===== src/rtl/gen_pkg.sv =====
// Shared encodings for the AXI4-Stream pattern generator: pattern modes, FSM states
// and the default Galois LFSR feedback mask.
package gen_pkg;

   typedef enum logic [1:0] {
      MODE_COUNTER = 2'd0,
      MODE_LFSR    = 2'd1,
      MODE_CONST   = 2'd2,
      MODE_WALK    = 2'd3
   } mode_e;

   typedef enum logic [1:0] {
      IDLE   = 2'd0,
      STREAM = 2'd1,
      GAP    = 2'd2
   } state_e;

   localparam logic [31:0] LFSR_TAPS_DEFAULT = 32'h8020_0003;

endpackage


===== src/rtl/gen_pattern_next.sv =====
// Combinational successor of the current beat value for the selected pattern mode.
module gen_pattern_next
   import gen_pkg::*;
#(
   parameter int DATA_SIZE = 32
) (
   input  logic [1:0]           mode_i,
   input  logic [DATA_SIZE-1:0] cur_i,
   input  logic [DATA_SIZE-1:0] step_i,
   input  logic [DATA_SIZE-1:0] taps_i,
   output logic [DATA_SIZE-1:0] next_o
);

   always_comb begin
      next_o = cur_i;
      case (mode_e'(mode_i))
         MODE_COUNTER: next_o = cur_i + step_i;
         // Galois form: shift right, fold the dropped bit back through the taps
         MODE_LFSR:    next_o = (cur_i >> 1) ^ (cur_i[0] ? taps_i : '0);
         MODE_CONST:   next_o = cur_i;
         MODE_WALK:    next_o = {cur_i[DATA_SIZE-2:0], cur_i[DATA_SIZE-1]};
         default:      next_o = cur_i;
      endcase
   end

endmodule


===== src/rtl/axis_pattern_generator.sv =====
// AXI4-Stream packet source with counter/LFSR/constant/walking-one patterns.
// Define GEN_PKT_GAP_EN to add the cfg_gap input and idle gaps between packets.
module axis_pattern_generator
   import gen_pkg::*;
#(
   parameter int          DATA_SIZE = 32,
   parameter int          LEN_WIDTH = 16,
   parameter logic [31:0] LFSR_TAPS = LFSR_TAPS_DEFAULT
) (
   input  logic                   m00_axis_aclk,
   input  logic                   m00_axis_aresetn,
   input  logic                   m00_axis_enable,
   input  logic [1:0]             cfg_mode,
   input  logic [LEN_WIDTH-1:0]   cfg_pkt_len,
   input  logic [DATA_SIZE-1:0]   cfg_seed,
   input  logic [DATA_SIZE-1:0]   cfg_step,
`ifdef GEN_PKT_GAP_EN
   input  logic [7:0]             cfg_gap,
`endif
   output logic [DATA_SIZE-1:0]   m00_axis_tdata,
   output logic [DATA_SIZE/8-1:0] m00_axis_tstrb,
   output logic                   m00_axis_tvalid,
   input  logic                   m00_axis_tready,
   output logic                   m00_axis_tlast,
   output logic                   busy
);

   localparam logic [DATA_SIZE-1:0] TAPS = DATA_SIZE'(LFSR_TAPS);

   state_e                 state_q;
   mode_e                  mode_q;
   logic [LEN_WIDTH-1:0]   last_q;
   logic [LEN_WIDTH-1:0]   beat_q;
   logic [DATA_SIZE-1:0]   step_q;
   logic [DATA_SIZE-1:0]   tdata_q;
   logic                   tvalid_q;
   logic                   tlast_q;
   logic                   busy_q;
`ifdef GEN_PKT_GAP_EN
   logic [7:0]             gap_q;
`endif

   logic                   hs;
   logic                   load_pkt;
   logic                   gap_zero;
   logic [LEN_WIDTH-1:0]   last_d;
   logic [DATA_SIZE-1:0]   tdata_d;

   // Walking-one ignores the seed; an all-zero LFSR seed would lock up, so it becomes 1
   function automatic logic [DATA_SIZE-1:0] first_beat(input mode_e m,
                                                       input logic [DATA_SIZE-1:0] s);
      if (m == MODE_WALK)                return DATA_SIZE'(1);
      if (m == MODE_LFSR && s == '0)     return DATA_SIZE'(1);
      return s;
   endfunction

   assign hs     = tvalid_q & m00_axis_tready;
   assign last_d = (cfg_pkt_len == '0) ? '0 : cfg_pkt_len - LEN_WIDTH'(1);

`ifdef GEN_PKT_GAP_EN
   assign gap_zero = (cfg_gap == 8'd0);
`else
   assign gap_zero = 1'b1;
`endif

   gen_pattern_next #(
      .DATA_SIZE (DATA_SIZE)
   ) u_next (
      .mode_i (mode_q),
      .cur_i  (tdata_q),
      .step_i (step_q),
      .taps_i (TAPS),
      .next_o (tdata_d)
   );

   always_comb begin
      load_pkt = 1'b0;
      case (state_q)
         IDLE:    load_pkt = m00_axis_enable;
         STREAM:  load_pkt = hs && tlast_q && m00_axis_enable && gap_zero;
`ifdef GEN_PKT_GAP_EN
         GAP:     load_pkt = m00_axis_enable && (gap_q == 8'd0);
`endif
         default: load_pkt = 1'b0;
      endcase
   end

   always_ff @(posedge m00_axis_aclk or negedge m00_axis_aresetn) begin
      if (!m00_axis_aresetn) begin
         state_q  <= IDLE;
         mode_q   <= MODE_COUNTER;
         last_q   <= '0;
         beat_q   <= '0;
         step_q   <= '0;
         tdata_q  <= '0;
         tvalid_q <= 1'b0;
         tlast_q  <= 1'b0;
         busy_q   <= 1'b0;
`ifdef GEN_PKT_GAP_EN
         gap_q    <= '0;
`endif
      end else if (load_pkt) begin
         // Shadow the config so mid-packet changes cannot disturb this packet
         state_q  <= STREAM;
         mode_q   <= mode_e'(cfg_mode);
         last_q   <= last_d;
         step_q   <= cfg_step;
         beat_q   <= '0;
         tdata_q  <= first_beat(mode_e'(cfg_mode), cfg_seed);
         tvalid_q <= 1'b1;
         tlast_q  <= (last_d == '0);
         busy_q   <= 1'b1;
      end else begin
         case (state_q)
            IDLE: ;
            STREAM: begin
               if (hs) begin
                  if (!tlast_q) begin
                     beat_q  <= beat_q + LEN_WIDTH'(1);
                     tdata_q <= tdata_d;
                     tlast_q <= ((beat_q + LEN_WIDTH'(1)) == last_q);
                  end else begin
                     tvalid_q <= 1'b0;
                     tlast_q  <= 1'b0;
`ifdef GEN_PKT_GAP_EN
                     if (m00_axis_enable) begin
                        state_q <= GAP;
                        gap_q   <= cfg_gap - 8'd1;
                     end else begin
                        state_q <= IDLE;
                        busy_q  <= 1'b0;
                     end
`else
                     state_q <= IDLE;
                     busy_q  <= 1'b0;
`endif
                  end
               end
            end
`ifdef GEN_PKT_GAP_EN
            GAP: begin
               if (!m00_axis_enable) begin
                  state_q <= IDLE;
                  busy_q  <= 1'b0;
               end else begin
                  gap_q <= gap_q - 8'd1;
               end
            end
`endif
            default: begin
               state_q  <= IDLE;
               tvalid_q <= 1'b0;
               tlast_q  <= 1'b0;
               busy_q   <= 1'b0;
            end
         endcase
      end
   end

   assign m00_axis_tdata  = tdata_q;
   assign m00_axis_tstrb  = '1;
   assign m00_axis_tvalid = tvalid_q;
   assign m00_axis_tlast  = tlast_q;
   assign busy            = busy_q;

endmodule

===== config.mk =====
export PLATFORM = sky130hd
export DESIGN_NAME = axis_pattern_generator
export DESIGN_NICKNAME = d
export VERILOG_FILES = /design/src/rtl/gen_pkg.sv /design/src/rtl/gen_pattern_next.sv /design/src/rtl/axis_pattern_generator.sv
export SDC_FILE = /design/constraint.sdc
export NUM_CORES = 1
export LEC_CHECK = 0
export CAP_MARGIN = 30
export CORE_MARGIN = 3
export CORE_UTILIZATION = 52
export DETAILED_ROUTE_END_ITERATION = 16
export GPL_ROUTABILITY_DRIVEN = 0
export PLACE_DENSITY = 0.8
export SLEW_MARGIN = 25
export SYNTH_ARGS = -nofsm -noshare
export SYNTH_HDL_FRONTEND = slang
export SYNTH_SLANG_ARGS = --single-unit

===== constraint.sdc =====
create_clock -name m00_axis_aclk -period 4.65 [get_ports m00_axis_aclk]
set_input_delay 1.1625 -clock m00_axis_aclk [delete_from_list [all_inputs] [get_ports m00_axis_aclk]]
set_output_delay 1.1625 -clock m00_axis_aclk [all_outputs]
set_load 0.01 [all_outputs]

Yosys cells after proc, flatten, opt, wreduce, memory -nomap -nowiden
Cells that the tools add are included.
{"block": "classes", "eq_ne": 12, "n_addsub": 3, "muxes": 33, "reduce_logical": 14, "bitwise": 2}
{"op": "$mux W32", "count": 9}
{"op": "$pmux W32 S3", "count": 1}
{"op": "$mux W16", "count": 5}
{"op": "$add A32 B32 Y32", "count": 1}
{"op": "$logic_not A16 Y1", "count": 2}
{"op": "$logic_not A32 Y1", "count": 1}
{"op": "$xor A31 B32 Y32", "count": 1}
{"op": "$add A16 B1 Y16 const B", "count": 1}
{"op": "$eq A16 B16 Y1", "count": 1}
{"op": "$sub A16 B1 Y16 const B", "count": 1}
{"op": "$mux W1", "count": 11}
{"op": "$eq A2 B1 Y1 const B", "count": 3}
{"op": "$eq A2 B2 Y1 const B", "count": 3}
{"op": "$mux W2", "count": 3}
{"op": "$ne A3 B3 Y1 const B", "count": 2}
{"op": "$pmux W1 S2", "count": 3}
{"op": "$reduce_and A3 Y1", "count": 2}
{"op": "$logic_not A2 Y1", "count": 2}
{"op": "$ne A2 B2 Y1 const B", "count": 2}
{"op": "$pmux W2 S2", "count": 1}
{"op": "$reduce_and A4 Y1", "count": 1}
{"op": "$reduce_bool A2 Y1", "count": 2}
{"op": "$logic_and A1 B1 Y1", "count": 3}
{"op": "$ne A2 B1 Y1 const B", "count": 1}
{"op": "other kinds (2)", "count": 2}
{"block": "totals", "register_bits": 102}

Longest topological paths before layout
{"block": "depth", "word_depth": 10, "mapped_depth": 9, "mapped_depth_nobuf": 9}

Modules after synthesis
From an unflattened synthesis, not the netlist that was laid out.
{"block": "hier_totals", "hier_cells": 830, "area_unflattened_um2": 7880.1}
{"module": "axis_pattern_generator", "seq_area_each_um2": 2502.4, "n_inst": 1, "area_per_inst_um2": 5180.0, "cells_each": 504}
{"module": "gen_pattern_next", "seq_area_each_um2": 0.0, "n_inst": 1, "area_per_inst_um2": 2700.1, "cells_each": 326}

Worst setup path after synthesis
OpenSTA, ideal clock, no wires.
{"block": "synth_timing", "path_kind": "in2reg", "from": "input port cfg_pkt_len[6]", "to": "register tlast_q (netlist: m00_axis_tlast)", "stages": 8, "required_ns": 4.526, "path_buffers": 1, "slack_ns": 1.486, "arrival_ns": 3.040, "path_cell_list": "or4_1 -> buf_2 -> nor4_4 -> nand2_2 -> or4b_1 -> nand3_1 -> o31ai_1 -> o21bai_1"}
{"block": "synth_via", "elab_chain_cells": 4}
{"item": "from (decl)", "line": "axis_pattern_generator.sv:14", "text": "input logic [LEN_WIDTH-1:0] cfg_pkt_len,"}
{"item": "$sub A16 B1 Y16 / $logic_not A16 Y1 (equally long branches)", "line": "axis_pattern_generator.sv:58", "text": "assign last_d = (cfg_pkt_len == '0) ? '0 : cfg_pkt_len - LEN_WIDTH'(1);"}
{"item": "$mux W16 *", "line": "axis_pattern_generator.sv:58"}
{"item": "$logic_not A16 Y1 *", "line": "axis_pattern_generator.sv:111", "text": "tlast_q <= (last_d == '0);"}
{"item": "$mux W1 *", "line": "axis_pattern_generator.sv:102", "text": "end else if (load_pkt) begin"}
{"item": "to (signal assigned)", "line": "axis_pattern_generator.sv:111"}
{"item": "to (signal assigned)", "line": "axis_pattern_generator.sv:121", "text": "tlast_q <= ((beat_q + LEN_WIDTH'(1)) == last_q);"}
{"item": "to (decl)", "line": "axis_pattern_generator.sv:37", "text": "logic tlast_q;"}
Every way passes the cells marked *; elsewhere a longest branch is shown, timed or not.
A chain may end at the register's enable or synchronous reset.

Worst setup path after layout
{"block": "layout_timing", "from": "input port cfg_seed[23]", "to": "register tdata_q[31] (netlist: m00_axis_tdata[31])"}
{"block": "layout_via", "elab_chain_cells": 8}
{"item": "from (decl)", "line": "axis_pattern_generator.sv:15", "text": "input logic [DATA_SIZE-1:0] cfg_seed,"}
{"item": "$logic_not A32 Y1 *", "line": "axis_pattern_generator.sv:53", "text": "if (m == MODE_LFSR && s == '0) return DATA_SIZE'(1);"}
{"item": "$logic_and A1 B1 Y1 *", "line": "axis_pattern_generator.sv:53"}
{"item": "$mux W1 (2 in series)", "line": "axis_pattern_generator.sv:53"}
{"item": "$mux W1", "line": "axis_pattern_generator.sv:102"}
{"item": "$mux W32 *", "line": "axis_pattern_generator.sv:54", "text": "return s;"}
{"item": "$mux W32 *", "line": "axis_pattern_generator.sv:53"}
{"item": "$mux W32 *", "line": "axis_pattern_generator.sv:102"}
{"item": "to (signal assigned)", "line": "axis_pattern_generator.sv:109", "text": "tdata_q <= first_beat(mode_e'(cfg_mode), cfg_seed);"}
{"item": "to (signal assigned)", "line": "axis_pattern_generator.sv:120", "text": "tdata_q <= tdata_d;"}
{"item": "to (decl)", "line": "axis_pattern_generator.sv:35", "text": "logic [DATA_SIZE-1:0] tdata_q;"}
Every way passes the cells marked *; elsewhere a longest branch is shown, timed or not. The select of a mux whose other input is x is not followed.

==> qor.json <==
{
  "clk_transition_reported_paths_ps": 70,
  "grt_antenna_before_repair": 0,
  "internal-power_w": 0.00273,
  "cts_tree": "built",
  "drc_errors": 0,
  "boundaryPins": 125,
  "worst_ep_arrival_time_ps": 3890,
  "grt_pass1_wl_um": 35400,
  "area_delta_synth_final_pct": 21.9,
  "final.setup.tns_ps": 0,
  "worst-setup-path-type": "in2reg",
  "detailedRoute.firstPassIterationCount": 5,
  "asyncSetResetFlopFracSynth": 1.00,
  "total_power_consumption_of_the_routed_design_w": 0.00473,
  "whs_ps": 488,
  "cts-buffers-inserted": 9,
  "timing.clock.skew_ps": 8.34,
  "peakVddDrop_mv": 0.385,
  "root_buffer": "sky130_fd_sc_hd__clkbuf_16",
  "setup.worst_path.start_class": "input port",
  "final-seq-area_mm2": 0.00250,
  "wl_per_cell_um": 17.6,
  "leak_pwr_nw": 3.87,
  "grt_use_met2": 0.420,
  "layout_commonest_cell": "sky130_fd_sc_hd__nand2_1",
  "synth_cell_type_count": 71,
  "layout_min_cycle_time_ps": 3650,
  "grt-ovfl-total": 0,
  "timing_hold_violations_final": 0,
  "antenna_cells_inserted": 0,
  "antenna_viol_nets_final": 0,
  "min-delay-path-class": "reg2reg",
  "power_frac_seq": 0.296,
  "drive_above_1_share": 0.0470,
  "post_synth_instance_area_mm2": 0.00749,
  "cts_htree_levels": 3,
  "dr.first_iter.drc_count": 599,
  "grt.total_usage": 0.271,
  "route.vias.total": 7465,
  "required_ps": 4890,
  "mostFrequentLayoutCells": "sky130_fd_sc_hd__nand2_1 (172), sky130_fd_sc_hd__clkdlybuf4s50_1 (119), sky130_fd_sc_hd__dfrtp_1 (100), sky130_fd_sc_hd__nor2_1 (97), sky130_fd_sc_hd__a21oi_1 (70)",
  "worstSetupEndpointType": "register",
  "design.core.area_mm2": 0.0140,
  "grt_use_met3": 0.0700,
  "design_area_mm2": 0.00913,
  "postSynthCellCount": 947,
  "report.final.slew_viol_count": 0,
  "grt_start_max_net_pins": 57,
  "multi_input_area_mm2": 0.00472,
  "synthFlopType": "sky130_fd_sc_hd__dfrtp_1",
  "post_synth_edffs": 0,
  "clk_path_buf_depth": 2,
  "totalWireLength_um": 21600,
  "final.fill_count": 1247,
  "drv_cap": 0,
  "pwr-share-clk": 0.178,
  "io_buffers": 120,
  "start_util": 0.535,
  "switching_fraction_of_total_power": 0.422,
  "critical_path.max_fanout": 19,
  "floorplan.rows": 43,
  "ctsResizeCount": 0,
  "layout.cells.non_filler": 1223,
  "post_cts.repair.setup_buffers": 0,
  "yosys_warns": 0,
  "floorplan.die_area_mm2": 0.0159,
  "worst-slew-pin-transition_ps": 932,
  "synth_top_cell_area_share": 0.334,
  "dieWidth_um": 126,
  "synth_sequential_area_ratio": 0.334,
  "setup_repair_after_global_routing_missed_its_margin": "false",
  "power.combinational.fraction": 0.527,
  "postSynthAreaPerCell_um2": 7.90,
  "grt_pass1_vias": 7078,
  "dp_hpwl_um": 15600,
  "leading_area_contributor_after_synthesis": "sky130_fd_sc_hd__dfrtp_1",
  "timing.final.crit_share": 0.785,
  "grtUsageMet1": 0.374,
  "flops_latches_synth": 100,
  "fmax_ghz": 0.274,
  "design.final.nets": 1158,
  "grt_busiest_layer": "met2",
  "r2r_setup_slack_ps": 1420,
  "postCtsHoldBufs": 0,
  "power-per-cell-area_mw_per_mm2": 518,
  "run_status": "completed",
  "leading_post_synthesis_cells_by_cell_area": "sky130_fd_sc_hd__dfrtp_1 (33%), sky130_fd_sc_hd__nand2_1 (8.7%), sky130_fd_sc_hd__ha_1 (5.5%)",
  "clock_latency_ps": 360,
  "setup-violations-final": 0,
  "count_of_clock_tree_sinks": 100,
  "drt-vias-per-instance": 6.10,
  "placed_cells": 1207,
  "placed_cell_area_mm2": 0.00880,
  "vertical_die_dimension_um": 126,
  "switching_power_w": 0.00200,
  "max_slew_margin": 0.377
}
==> registers in the layout, summed over array words and instances (netlist names) <==
register,count
beat_q,16
m00_axis_tdata,32
m00_axis_tlast,1
busy,1
mode_q,2
last_q,16
step_q,32
==> power by group through the flow <==
stage / Clock, W / Combinational (W) / Sequential, W
final: 0.000840 / 0.00249 / 0.00140
after global routing: 0.000877 / 0.00276 / 0.00142
after CTS: 0.000843 / 0.00246 / 0.00139
after detailed placement: 0 / 0.00244 / 0.00140
after global placement: 0 / 0.00242 / 0.00140
after floorplan: 0 / 0.00166 / 0.00136
==> worst paths after layout <==
kind	start	depth (start not counted)	endpoint
worst min register to register	step_q[28]	2	step_q[28]
worst min-delay path	step_q[28]	2	step_q[28]
worst max-delay path	cfg_seed[23]	8	m00_axis_tdata[31]
worst max register to register	m00_axis_tdata[0]	9	m00_axis_tdata[28]
min in group asynchronous	m00_axis_aresetn	1	last_q[10]
max in group asynchronous	m00_axis_aresetn	2	m00_axis_tdata[15]
==> final cells by class <==
type / count / share of cell area
clock buffers: 10 / 0.0262
clock inverters: 6 / 0.00946
multi-input cells: 779 / 0.517
repair buffers: 133 / 0.142
flip-flops and latches: 100 / 0.274
inverters: 15 / 0.00617
well taps: 180 / 0.0247
==> synth_stat cells (all sizes together) (6+ instances only) <==
cell / instances
nor4: 19
o22ai: 10
mux2i: 9
o211ai: 8
a221oi: 13
nor2b: 8
a21o: 16
dfrtp: 100
nor2: 98
nand2: 174
and3: 8
o31ai: 33
clkbuf: 43
a31oi: 12
a21oi: 72
a211oi: 12
nor3: 20
xor2: 14
ha: 33
nand2b: 6
nand3: 24
xnor2: 41
nand4: 10
inv: 15
o21ai: 43
o21bai: 8
buf: 13
or3: 8
==> cells by family after synthesis <==
logic type      after synthesis  synth area share
compound gates              272             0.241
buf+inv                      71            0.0383
flops                       100             0.334
mux                          11            0.0150
simple gates                402             0.246
other cells                   1          0.000501
xor+xnor                     56            0.0674
fa+ha+maj                    34            0.0578
==> metal layers <==
metal,routed length [µm],up-vias
li1,-,3608
met1,9480,3485
met2,9870,322
met3,1640,50
met4,574,0
met5,0,-
==> worst max-delay path, cell delays in order <==
cell,delay (ps)
sky130_fd_sc_hd__clkdlybuf4s50_1,430
sky130_fd_sc_hd__nor4_1,540
sky130_fd_sc_hd__nand4_1,150
sky130_fd_sc_hd__nor3_1,370
sky130_fd_sc_hd__nor2_2,270
sky130_fd_sc_hd__a221o_1,440
sky130_fd_sc_hd__a2111oi_0,400
sky130_fd_sc_hd__nor3_1,110
==> metrics by stage <==
step                worst slack, ps  utilization
finish                         1000        0.653
CTS                            1060        0.653
floorplan                      1490            -
global route                    752        0.653
detailed placement              668        0.629
global placement                737        0.629
No activity file was read; power rests on OpenSTA's default activity.
